`src/rtl/tile_arb_pkg.sv`:
```
// Shared constants and types for the tile ROM arbiter and its round-robin picker.
package tile_arb_pkg;

    localparam int MAX_REQ     = 8;
    localparam int ROM_LATENCY = 2;

    typedef logic [2:0] owner_t;

endpackage

```
`src/rtl/tile_rom_arbiter_rr_pick.sv`:
```
// Combinational round-robin picker: first requester at or above ptr, wrapping to 0.
module rr_pick
    import tile_arb_pkg::*;
#(
    parameter int N_REQ = 2
) (
    input  logic [N_REQ-1:0] req_i,
    input  owner_t           ptr_i,
    output logic [N_REQ-1:0] gnt_o,
    output owner_t           idx_o
);

    logic found;

    always_comb begin
        found = 1'b0;
        idx_o = '0;
        // Upper segment [ptr, N_REQ) has priority over the wrapped segment [0, ptr).
        for (int i = 0; i < N_REQ; i++) begin
            if (!found && req_i[i] && (owner_t'(i) >= ptr_i)) begin
                found = 1'b1;
                idx_o = owner_t'(i);
            end
        end
        for (int i = 0; i < N_REQ; i++) begin
            if (!found && req_i[i]) begin
                found = 1'b1;
                idx_o = owner_t'(i);
            end
        end
        gnt_o = found ? ({{(N_REQ-1){1'b0}}, 1'b1} << idx_o) : '0;
    end

endmodule

```
`src/rtl/tile_rom_arbiter.sv`:
```
// Round-robin arbiter with lock bursts sharing one tile ROM; returns each word
// to its owner two cycles after the grant.
module tile_rom_arbiter
    import tile_arb_pkg::*;
#(
    parameter int N_REQ  = 2,
    parameter int ADDR_W = 10,
    parameter int DATA_W = 4
) (
    input  logic                    vga_clk,
    input  logic                    reset_n,
    input  logic [N_REQ-1:0]        req,
    input  logic [N_REQ-1:0]        lock,
    input  logic [N_REQ*ADDR_W-1:0] addr,
    output logic [N_REQ-1:0]        gnt,
    output logic [ADDR_W-1:0]       rom_address,
    input  logic [DATA_W-1:0]       rom_q,
    output logic [N_REQ-1:0]        rvalid,
    output logic [DATA_W-1:0]       rdata
);

    owner_t              ptr_q, ptr_d;
    logic                locked_q, locked_d;
    logic [N_REQ-1:0]    own_mask, req_eff, pick_gnt;
    owner_t              pick_idx;
    logic                any_gnt, lock_sel;
    logic [ADDR_W-1:0]   addr_sel;

    logic [ADDR_W-1:0]   rom_address_q, rom_address_d;
    logic                s1_valid_q, s1_valid_d;
    owner_t              s1_owner_q, s1_owner_d;
    logic [N_REQ-1:0]    rvalid_q, rvalid_d;
    logic [DATA_W-1:0]   rdata_q, rdata_d;

    // While locked the pointer sits on the owner; masking keeps everyone else out.
    always_comb begin
        own_mask = {{(N_REQ-1){1'b0}}, 1'b1} << ptr_q;
        req_eff  = (locked_q && |(req & own_mask)) ? own_mask : req;
    end

    rr_pick #(.N_REQ(N_REQ)) u_pick (
        .req_i (req_eff),
        .ptr_i (ptr_q),
        .gnt_o (pick_gnt),
        .idx_o (pick_idx)
    );

    assign any_gnt = |pick_gnt;
    assign gnt     = reset_n ? pick_gnt : '0;

    always_comb begin
        lock_sel = |(lock & pick_gnt);
        addr_sel = '0;
        for (int i = 0; i < N_REQ; i++) begin
            if (pick_gnt[i]) addr_sel = addr[i*ADDR_W +: ADDR_W];
        end

        ptr_d    = ptr_q;
        locked_d = any_gnt && lock_sel;
        if (any_gnt) begin
            if (lock_sel)                              ptr_d = pick_idx;
            else if (pick_idx == owner_t'(N_REQ - 1))  ptr_d = '0;
            else                                       ptr_d = pick_idx + owner_t'(1);
        end

        rom_address_d = any_gnt ? addr_sel : rom_address_q;
        s1_valid_d    = any_gnt;
        s1_owner_d    = any_gnt ? pick_idx : s1_owner_q;

        rvalid_d = s1_valid_q ? ({{(N_REQ-1){1'b0}}, 1'b1} << s1_owner_q) : '0;
        rdata_d  = s1_valid_q ? rom_q : rdata_q;
    end

    always_ff @(posedge vga_clk or negedge reset_n) begin
        if (!reset_n) begin
            ptr_q         <= '0;
            locked_q      <= 1'b0;
            rom_address_q <= '0;
            s1_valid_q    <= 1'b0;
            s1_owner_q    <= '0;
            rvalid_q      <= '0;
            rdata_q       <= '0;
        end else begin
            ptr_q         <= ptr_d;
            locked_q      <= locked_d;
            rom_address_q <= rom_address_d;
            s1_valid_q    <= s1_valid_d;
            s1_owner_q    <= s1_owner_d;
            rvalid_q      <= rvalid_d;
            rdata_q       <= rdata_d;
        end
    end

    assign rom_address = rom_address_q;
    assign rvalid      = rvalid_q;
    assign rdata       = rdata_q;

endmodule
```
`config.mk`:
```
export PLATFORM = sky130hd
export DESIGN_NAME = tile_rom_arbiter
export DESIGN_NICKNAME = d
export VERILOG_FILES = /design/src/rtl/tile_arb_pkg.sv /design/src/rtl/tile_rom_arbiter_rr_pick.sv /design/src/rtl/tile_rom_arbiter.sv
export SDC_FILE = /design/constraint.sdc
export NUM_CORES = 1
export LEC_CHECK = 0
export ABC_AREA = 1
export ABC_CLOCK_PERIOD_IN_PS = 4680
export CORE_ASPECT_RATIO = 1.25
export CORE_MARGIN = 3
export CORE_UTILIZATION = 45
export CTS_CLUSTER_SIZE = 12
export DETAILED_ROUTE_END_ITERATION = 10
export MAX_ROUTING_LAYER = met4
export PLACE_DENSITY = 0.85
export SYNTH_ARGS = -nofsm -noshare
export SYNTH_HDL_FRONTEND = slang
export SYNTH_HIERARCHICAL = 1
export SYNTH_SLANG_ARGS = --single-unit
```
`constraint.sdc`:
```
create_clock -name vga_clk -period 4.68 [get_ports vga_clk]
set_clock_uncertainty 0.2 [all_clocks]
set_input_delay 0.702 -clock vga_clk [delete_from_list [all_inputs] [get_ports vga_clk]]
set_output_delay 0.702 -clock vga_clk [all_outputs]
set_load 0.01 [all_outputs]
```
==> flow_summary.toml, run 1 <==
[finish]
nets = 219
final_core_util = 0.721
seqCellArea_um2 = 601
syn_to_final_growth_pct = 47.9
multi_input_area_um2 = 429
drive_gt1_frac = 0.0691
diodes = 0
fillers = 191
postLayoutCellArea_mm2 = 0.00165

[clocking]
cts.sinks = 24
cts_setup_buffers = 0
cts_root_buf = "clkbuf_4"
cts_buffers = 3
cts_tree = "built"
cts_max_level = 1
clk_pin_slew_worst_paths_ns = 0.13
holdBufCountCts = 0
cts-resized-gates = 0
clock_latency_ns = 0.31
clk_path_buf_depth = 2

[global_routing]
grt_max_degree = 19
grt_pass1_wl_um = 4760
track_usage = 0.207
antenna_found_initial = 0
grt_pass1_vias = 1109
grt_overflow = 0

[power]
power_uw = 715
p_per_area_mw_per_mm2 = 435
comb_power_share = 0.411
intPower_uw = 464
clkPwrFrac = 0.150
pwr-share-seq = 0.438
p_sw_uw = 252
p_sw_frac = 0.352
p_leak_nw = 0.795
irDropWorstVdd_mv = 0.337

[synth]
syn_avg_cell_area_um2 = 8.06
synth.most_common_cell = "nand2_1"
synth_area_mm2 = 0.00111
ys_seq_area_frac = 0.540
synth-edff-count = 0
synth.top_cell.area_share = 0.540
synth_top_area_cell = "dfrtp_1"
synthTopCellsByArea = "dfrtp_1 (54%), nand2_1 (21%), nand3_1 (5.4%), inv_1 (4.0%), o21ai_1 (2.2%)"
synth_cell_types = 20
synth.top_cells.by_count = "nand2_1 (61), dfrtp_1 (24), inv_1 (12), nand3_1 (12)"
ys_warn_count = 6
synth_ff_type = "dfrtp_1"
synthArstFlopShare = 1.00
ys_seq_elements = 24
syn_inst = 138

[sta]
min_period_ns = 3.39
slew_viol_final = 0
worst_slew_pin_slew_ns = 0.581
rsz0062_at_grt = "false"
finalSetupViolCount = 0
finalHoldViolCount = 0
clock.fmax_mhz = 295
fin_ws_ns = 1.29
relSlewSlack = 0.611
setup_tns_ns = 0
fin_crit_sh = 0.724

[detailed_routing]
drt_iter0_markers = 44
routed_wl_um = 2910
via_per_inst = 5.18
ant_nets = 0
drtPass1Iterations = 5
routedWlPerCell_um = 13.3
via_count = 1135
drc = 0

[critical_path]
crit_arrival_ns = 2.49
start_kind = "input port"
worstPathMaxFanout = 4
r2r_cells = 9
r2r_slack_ns = 2.61
path_class = "input port to primary output"
cp-end-kind = "primary output"
required_ns = 3.78

[die]
core-area_mm2 = 0.00228
die_y_um = 61.6
rows = 19
die_x_um = 50.5
initial_utilization = 0.487
io_pins = 48
die-area_mm2 = 0.00311

[hold_path]
holdPathStages = 1
hold_class = "flop to flop"

[placed_design]
dpl.hpwl_um = 2300
postPlaceCellArea_mm2 = 0.00161
dp_slack_ns = 1.29
gp_congestion = 0.859
port_buffers = 47

[run]
cap_violations = 0

[status]
status = "complete, no violations"
[logic make-up after synthesis]
family	share of synthesized area
simple gates	0.327
flops	0.540
compound gates	0.0517
other cells	0.00337
buf+inv	0.0776
[flip-flops by register name (all words and copies together) (netlist names)]
signal,flops
rvalid,2
s1_owner_q,3
rdata,4
ptr_q,3
rom_address,10
s1_valid_q,1
locked_q,1
[cell usage in the layout, fill, tap and decap left out]
cell / instances
nand2_2: 3
nand2_1: 61
a22oi_1: 2
inv_2: 1
clkdlybuf4s50_1: 47
conb_1: 2
inv_4: 1
inv_1: 12
nor2_4: 1
nor2_2: 1
a41oi_1: 2
nand3b_1: 1
clkbuf_8: 1
clkbuf_4: 3
nor4_1: 1
nand4_1: 1
nand3_1: 12
buf_4: 2
nor2_1: 5
dfrtp_1: 24
o21ai_1: 5
[power groups by stage]
| stage | Combinational, mW | Sequential (mW) | Clock, mW |
|---|---|---|---|
| 2_1_floorplan | 0.125 | 0.331 | 0 |
| 3_3_place_gp | 0.284 | 0.312 | 0 |
| 3_5_place_dp | 0.296 | 0.317 | 0 |
| 4_1_cts | 0.297 | 0.314 | 0.108 |
| 5_1_grt | 0.323 | 0.324 | 0.119 |
| 6_report | 0.294 | 0.314 | 0.108 |
[critical path, stage by stage]
cell             delay, ns
clkdlybuf4s50_1       0.47
a41oi_1               0.15
nand2_2               0.13
nor2_1                0.05
nor2_1                0.29
nand2_1               0.09
inv_1                 0.07
clkdlybuf4s50_1       0.53
[cell type report]
cell class / instances / area share
sequential: 24 / 0.365
timing repair buffer: 49 / 0.295
multi-input combinational: 97 / 0.261
inverter: 14 / 0.0335
tap: 31 / 0.0236
clock buffer: 4 / 0.0221
[path summary, 6_finish.rpt]
check                                    from        endpoint
max in group asynchronous             reset_n  rom_address[5]
worst min-delay path            s1_owner_q[2]       rvalid[1]
worst max register to register       ptr_q[2]        ptr_q[1]
min in group asynchronous             reset_n        ptr_q[0]
worst max-delay path                   req[0]          gnt[0]
worst min register to register  s1_owner_q[2]       rvalid[1]
[stage by stage]
| stage | hold slack (ns) | instances |
|---|---|---|
| after global placement | 0.243 | 215 |
| after detailed placement | 0.248 | 215 |
| after CTS | 0.268 | 219 |
| after floorplan | 0.206 | 139 |
| final | 0.267 | 219 |
| after global routing | 0.299 | 219 |
[per-layer routing]
layer	vias up	global-route usage	wire [µm]
met2	51	0.392	1650
li1	530	-	-
met4	0	0.0654	43
met3	8	0.0291	154
met5	-	-	0
met1	546	0.223	1060
Note: power is estimated with default switching activity, not from simulation.
==> run 2, diff against run 1 <==
--- a/config.mk
+++ b/config.mk
@@ -6,14 +6,14 @@
 export NUM_CORES = 1
 export LEC_CHECK = 0
 export ABC_AREA = 1
-export ABC_CLOCK_PERIOD_IN_PS = 4680
+export ABC_CLOCK_PERIOD_IN_PS = 2860
 export CORE_ASPECT_RATIO = 1.25
 export CORE_MARGIN = 3
-export CORE_UTILIZATION = 45
+export CORE_UTILIZATION = 37
 export CTS_CLUSTER_SIZE = 12
 export DETAILED_ROUTE_END_ITERATION = 10
 export MAX_ROUTING_LAYER = met4
-export PLACE_DENSITY = 0.85
+export PLACE_DENSITY = 0.74
 export SYNTH_ARGS = -nofsm -noshare
 export SYNTH_HDL_FRONTEND = slang
 export SYNTH_HIERARCHICAL = 1
==> constraint.sdc (replaced) <==
create_clock -name vga_clk -period 2.86 [get_ports vga_clk]
set_clock_uncertainty 0.2 [all_clocks]
set_input_delay 0.429 -clock vga_clk [delete_from_list [all_inputs] [get_ports vga_clk]]
set_output_delay 0.429 -clock vga_clk [all_outputs]
set_load 0.01 [all_outputs]
==> flow_summary.toml, run 2 (synthesis gave the netlist of run 1 again) <==
[die]
die_x_um = 55.0
die_y_um = 67.3
io_pins = 48
initial_utilization = 0.399
core-area_mm2 = 0.00279
rows = 21
die-area_mm2 = 0.00370

[clocking]
holdBufCountCts = 0
clk_path_buf_depth = 2
cts.sinks = 24
cts_max_level = 1
cts_tree = "built"
clock_latency_ns = 0.31
cts_root_buf = "clkbuf_4"
clk_pin_slew_worst_paths_ns = 0.13
cts_buffers = 3

[placed_design]
dp_slack_ns = 0.0808
port_buffers = 47
dpl.hpwl_um = 2120
gp_congestion = 0.768

[finish]
diodes = 0
layout_commonest_cell = "nand2_1"
drive_gt1_frac = 0.0794
largest_reg_flops = 10
nets = 220
syn_to_final_growth_pct = 51.1
layout_common_cells = "nand2_1 (61), clkdlybuf4s50_1 (47), dfrtp_1 (24)"

[sta]
fin_crit_sh = 0.955
setup_tns_ns = 0
clock.fmax_mhz = 366
finalHoldViolCount = 0
slew_viol_final = 0
finalSetupViolCount = 0
min_period_ns = 2.73
rsz0062_at_grt = "false"
fin_ws_ns = 0.129

[detailed_routing]
drt_iter0_markers = 29
routedWlPerCell_um = 12.5
via_per_inst = 4.88
ant_nets = 0
routed_wl_um = 2790
drtPass1Iterations = 4
via_count = 1088
drc = 0

[critical_path]
required_ns = 2.23
crit_arrival_ns = 2.10
path_class = "input port to primary output"
start_kind = "input port"
cp-end-kind = "primary output"
worstPathMaxFanout = 3

[global_routing]
antenna_found_initial = 0
grt_pass1_vias = 1158
grt_pass1_wl_um = 4660
grt_overflow = 0
grt_max_degree = 23
track_usage = 0.175

[status]
status = "complete, no violations"

[power]
irDropWorstVdd_mv = 0.366
p_per_area_mw_per_mm2 = 738
p_leak_nw = 0.807

[hold_path]
hold_class = "input port to async pin"

[run]
cap_violations = 0
==> run 2: per-layer routing <==
metal,vias up,share of wire,track usage
met4,0,0.010,0.0699
met1,516,0.40,0.182
li1,530,-,-
met3,4,0.060,0.0309
met2,38,0.53,0.317
met5,-,0,-
==> run 2: cell type report <==
cell class	instances	area, µm²
fillers	266	1100
flip-flops and latches	24	601
repair buffers	50	493
multi-input cells	97	437
inverters	14	55.1
well taps	34	42.5
clock inverters	1	30.0
clock buffers	3	22.5
==> run 2: worst paths after layout <==
kind                                from  slack [ns]        endpoint  depth (start not counted)
setup reg to reg                ptr_q[2]        0.78        ptr_q[0]                          9
hold / removal                   reset_n        0.12  rom_address[9]                          1
max in group asynchronous        reset_n        1.79   s1_owner_q[1]                          2
setup / recovery                  req[1]        0.13          gnt[1]                          8
min in group vga_clk       s1_owner_q[2]        0.27       rvalid[1]                          1
hold reg to reg            s1_owner_q[2]        0.27       rvalid[1]                          1
==> run 2: critical path, cell delays in order <==
cell,delay (ns)
clkdlybuf4s50_1,0.49
inv_1,0.05
a41oi_2,0.19
nand2_2,0.09
o21ai_1,0.17
nand2_1,0.08
inv_1,0.06
clkdlybuf4s50_1,0.53
==> run 2: stage by stage <==
step                      instance area (µm²)  utilization  cells  hold slack [ns]  total power [mW]
after floorplan                          1120            -    139          -0.0666             0.746
after global routing                     1680        0.603    223            0.111              1.32
after detailed placement                 1620        0.582    219            0.254              1.00
final                                    1680        0.603    223            0.123              1.24
after CTS                                1670        0.601    223            0.110              1.25
after global placement                   1620        0.582    219            0.245             0.982
==> run 2: what timing repair did <==
action                     in CTS  in global routing
resized for setup               0                  1
setup buffers                   0                  0
setup endpoints to repair       0                  1
==> run 2: where the power goes <==
part | switching [mW] | total (mW) | internal, mW
Combinational | 0.242 | 0.483 | 0.242
Clock | 0.102 | 0.243 | 0.142
Sequential | 0.0706 | 0.513 | 0.443
==> run 3, diff against run 2 <==
--- a/config.mk
+++ b/config.mk
@@ -6,14 +6,14 @@
 export NUM_CORES = 1
 export LEC_CHECK = 0
 export ABC_AREA = 1
-export ABC_CLOCK_PERIOD_IN_PS = 2860
+export ABC_CLOCK_PERIOD_IN_PS = 3100
 export CORE_ASPECT_RATIO = 1.25
 export CORE_MARGIN = 3
-export CORE_UTILIZATION = 37
+export CORE_UTILIZATION = 41
 export CTS_CLUSTER_SIZE = 12
 export DETAILED_ROUTE_END_ITERATION = 10
 export MAX_ROUTING_LAYER = met4
-export PLACE_DENSITY = 0.74
+export PLACE_DENSITY = 0.78
 export SYNTH_ARGS = -nofsm -noshare
 export SYNTH_HDL_FRONTEND = slang
 export SYNTH_HIERARCHICAL = 1
==> constraint.sdc (replaced) <==
create_clock -name vga_clk -period 3.1 [get_ports vga_clk]
set_clock_uncertainty 0.2 [all_clocks]
set_input_delay 0.465 -clock vga_clk [delete_from_list [all_inputs] [get_ports vga_clk]]
set_output_delay 0.465 -clock vga_clk [all_outputs]
set_load 0.01 [all_outputs]
==> flow_summary.toml, run 3 (synthesis gave the netlist of run 1 again) <==
[status]
status = "complete, no violations"

[detailed_routing]
routed_wl_um = 2520
via_count = 1039
via_per_inst = 4.68
drtPass1Iterations = 4
routedWlPerCell_um = 11.4
drt_iter0_markers = 27
drc = 0
ant_nets = 0

[critical_path]
worst-path-buf-inv = 4
worstPathMaxFanout = 3
r2r_slack_ns = 1.04
cp-end-kind = "primary output"
crit_path_max_incr_delay_ns = 0.54
crit_slowest_cell = "clkdlybuf4s50_1"
r2r-start = "ptr_q[2]"
worst-path-stages = 8
regToRegEndpoint = "ptr_q[0]"
path_cells = "clkdlybuf4s50_1 -> inv_1 -> a41oi_1 -> nand2_2 -> o21ai_1 -> nand2_1 -> inv_1 -> clkdlybuf4s50_1"
r2r_cells = 9
start_kind = "input port"
crit_arrival_ns = 2.18
crit_start = "req[1]"
cp_top_family = "buffers and inverters"
path_class = "input port to primary output"
required_ns = 2.43
crit_end = "gnt[1]"

[clocking]
holdBufCountCts = 0
cts.sinks = 24
cts_tree = "built"
cts-resized-gates = 0
cts_buffers = 3
clock_latency_ns = 0.30
clk_path_buf_depth = 2
clk_pin_slew_worst_paths_ns = 0.13
cts_root_buf = "clkbuf_4"
cts_max_level = 1
cts_setup_buffers = 0

[finish]
diodes = 0
largest_reg_flops = 10
drive_gt1_frac = 0.0741
layout_commonest_cell = "nand2_1"
syn_to_final_growth_pct = 48.8
layout_common_cells = "nand2_1 (61), clkdlybuf4s50_1 (47), dfrtp_1 (24)"
nets = 220

[global_routing]
grt_max_degree = 20
track_usage = 0.172
grt_overflow = 0
antenna_found_initial = 0
grt_pass1_vias = 1017
grt_pass1_wl_um = 4290

[run]
cap_violations = 0

[die]
die_x_um = 52.6
core-area_mm2 = 0.00250
rows = 20
initial_utilization = 0.445
die-area_mm2 = 0.00338
io_pins = 48
die_y_um = 64.2

[sta]
min_period_ns = 2.84
fin_crit_sh = 0.918
finalHoldViolCount = 0
setup_tns_ns = 0
slew_viol_final = 0
clock.fmax_mhz = 352
rsz0062_at_grt = "false"
finalSetupViolCount = 0

[power]
power_mw = 1.07
irDropWorstVdd_mv = 0.363
p_leak_nw = 0.800
p_per_area_mw_per_mm2 = 645

[placed_design]
port_buffers = 47
dpl.hpwl_um = 2030
gp_congestion = 0.846

[hold_path]
hold_class = "input port to async pin"
## run 3: changes by cell type in the layout (fill, tap and decap cells not counted), sizes merged
cell	previous run	this run
bufinv	1	0
clkbuf	3	4
## run 3: routing by layer
layer / wire [µm] / vias to the layer above / global-route usage
met5: 0 / - / -
met4: 20 / 0 / 0.0607
met3: 203 / 2 / 0.0373
met2: 1290 / 41 / 0.293
met1: 1010 / 466 / 0.192
li1: - / 530 / -
## run 3: how the worst min path moves through the flow
stage | slack, ns | cells past startpoint | to | startpoint
3_5_place_dp | 0.25 | 1 | rvalid[0] | s1_owner_q[1]
5_1_grt | 0.23 | 1 | rom_address[4] | reset_n
4_1_cts | 0.22 | 1 | rom_address[5] | reset_n
3_3_place_gp | 0.24 | 1 | rvalid[1] | s1_owner_q[2]
6_report | 0.22 | 1 | rom_address[1] | reset_n
2_1_floorplan | -0.03 | 0 | locked_q | reset_n
## run 3: layout make-up
cell class                      instances  area [µm²]
Clock buffer                            4        36.3
Tap cell                               33        41.3
Sequential cell                        24         601
Timing Repair Buffer                   50         493
Inverter                               14        55.1
Fill cell                             202         847
Multi-Input combinational cell         97         429
## run 3: through the flow
stage	utilization	hold WS (ns)	instances	instance area (µm²)	setup WS, ns
floorplan	-	-0.0306	139	1120	0.853
global placement	0.647	0.243	218	1620	0.224
detailed placement	0.647	0.252	218	1620	0.242
CTS	0.662	0.216	222	1660	0.224
global route	0.662	0.228	222	1660	0.0861
finish	0.662	0.219	222	1660	0.255
## run 3: power breakdown
group | internal (mW) | leakage, nW | switching, mW
Combinational | 0.222 | 0.485 | 0.214
Clock | 0.0716 | 0.0210 | 0.0882
Sequential | 0.409 | 0.294 | 0.0630
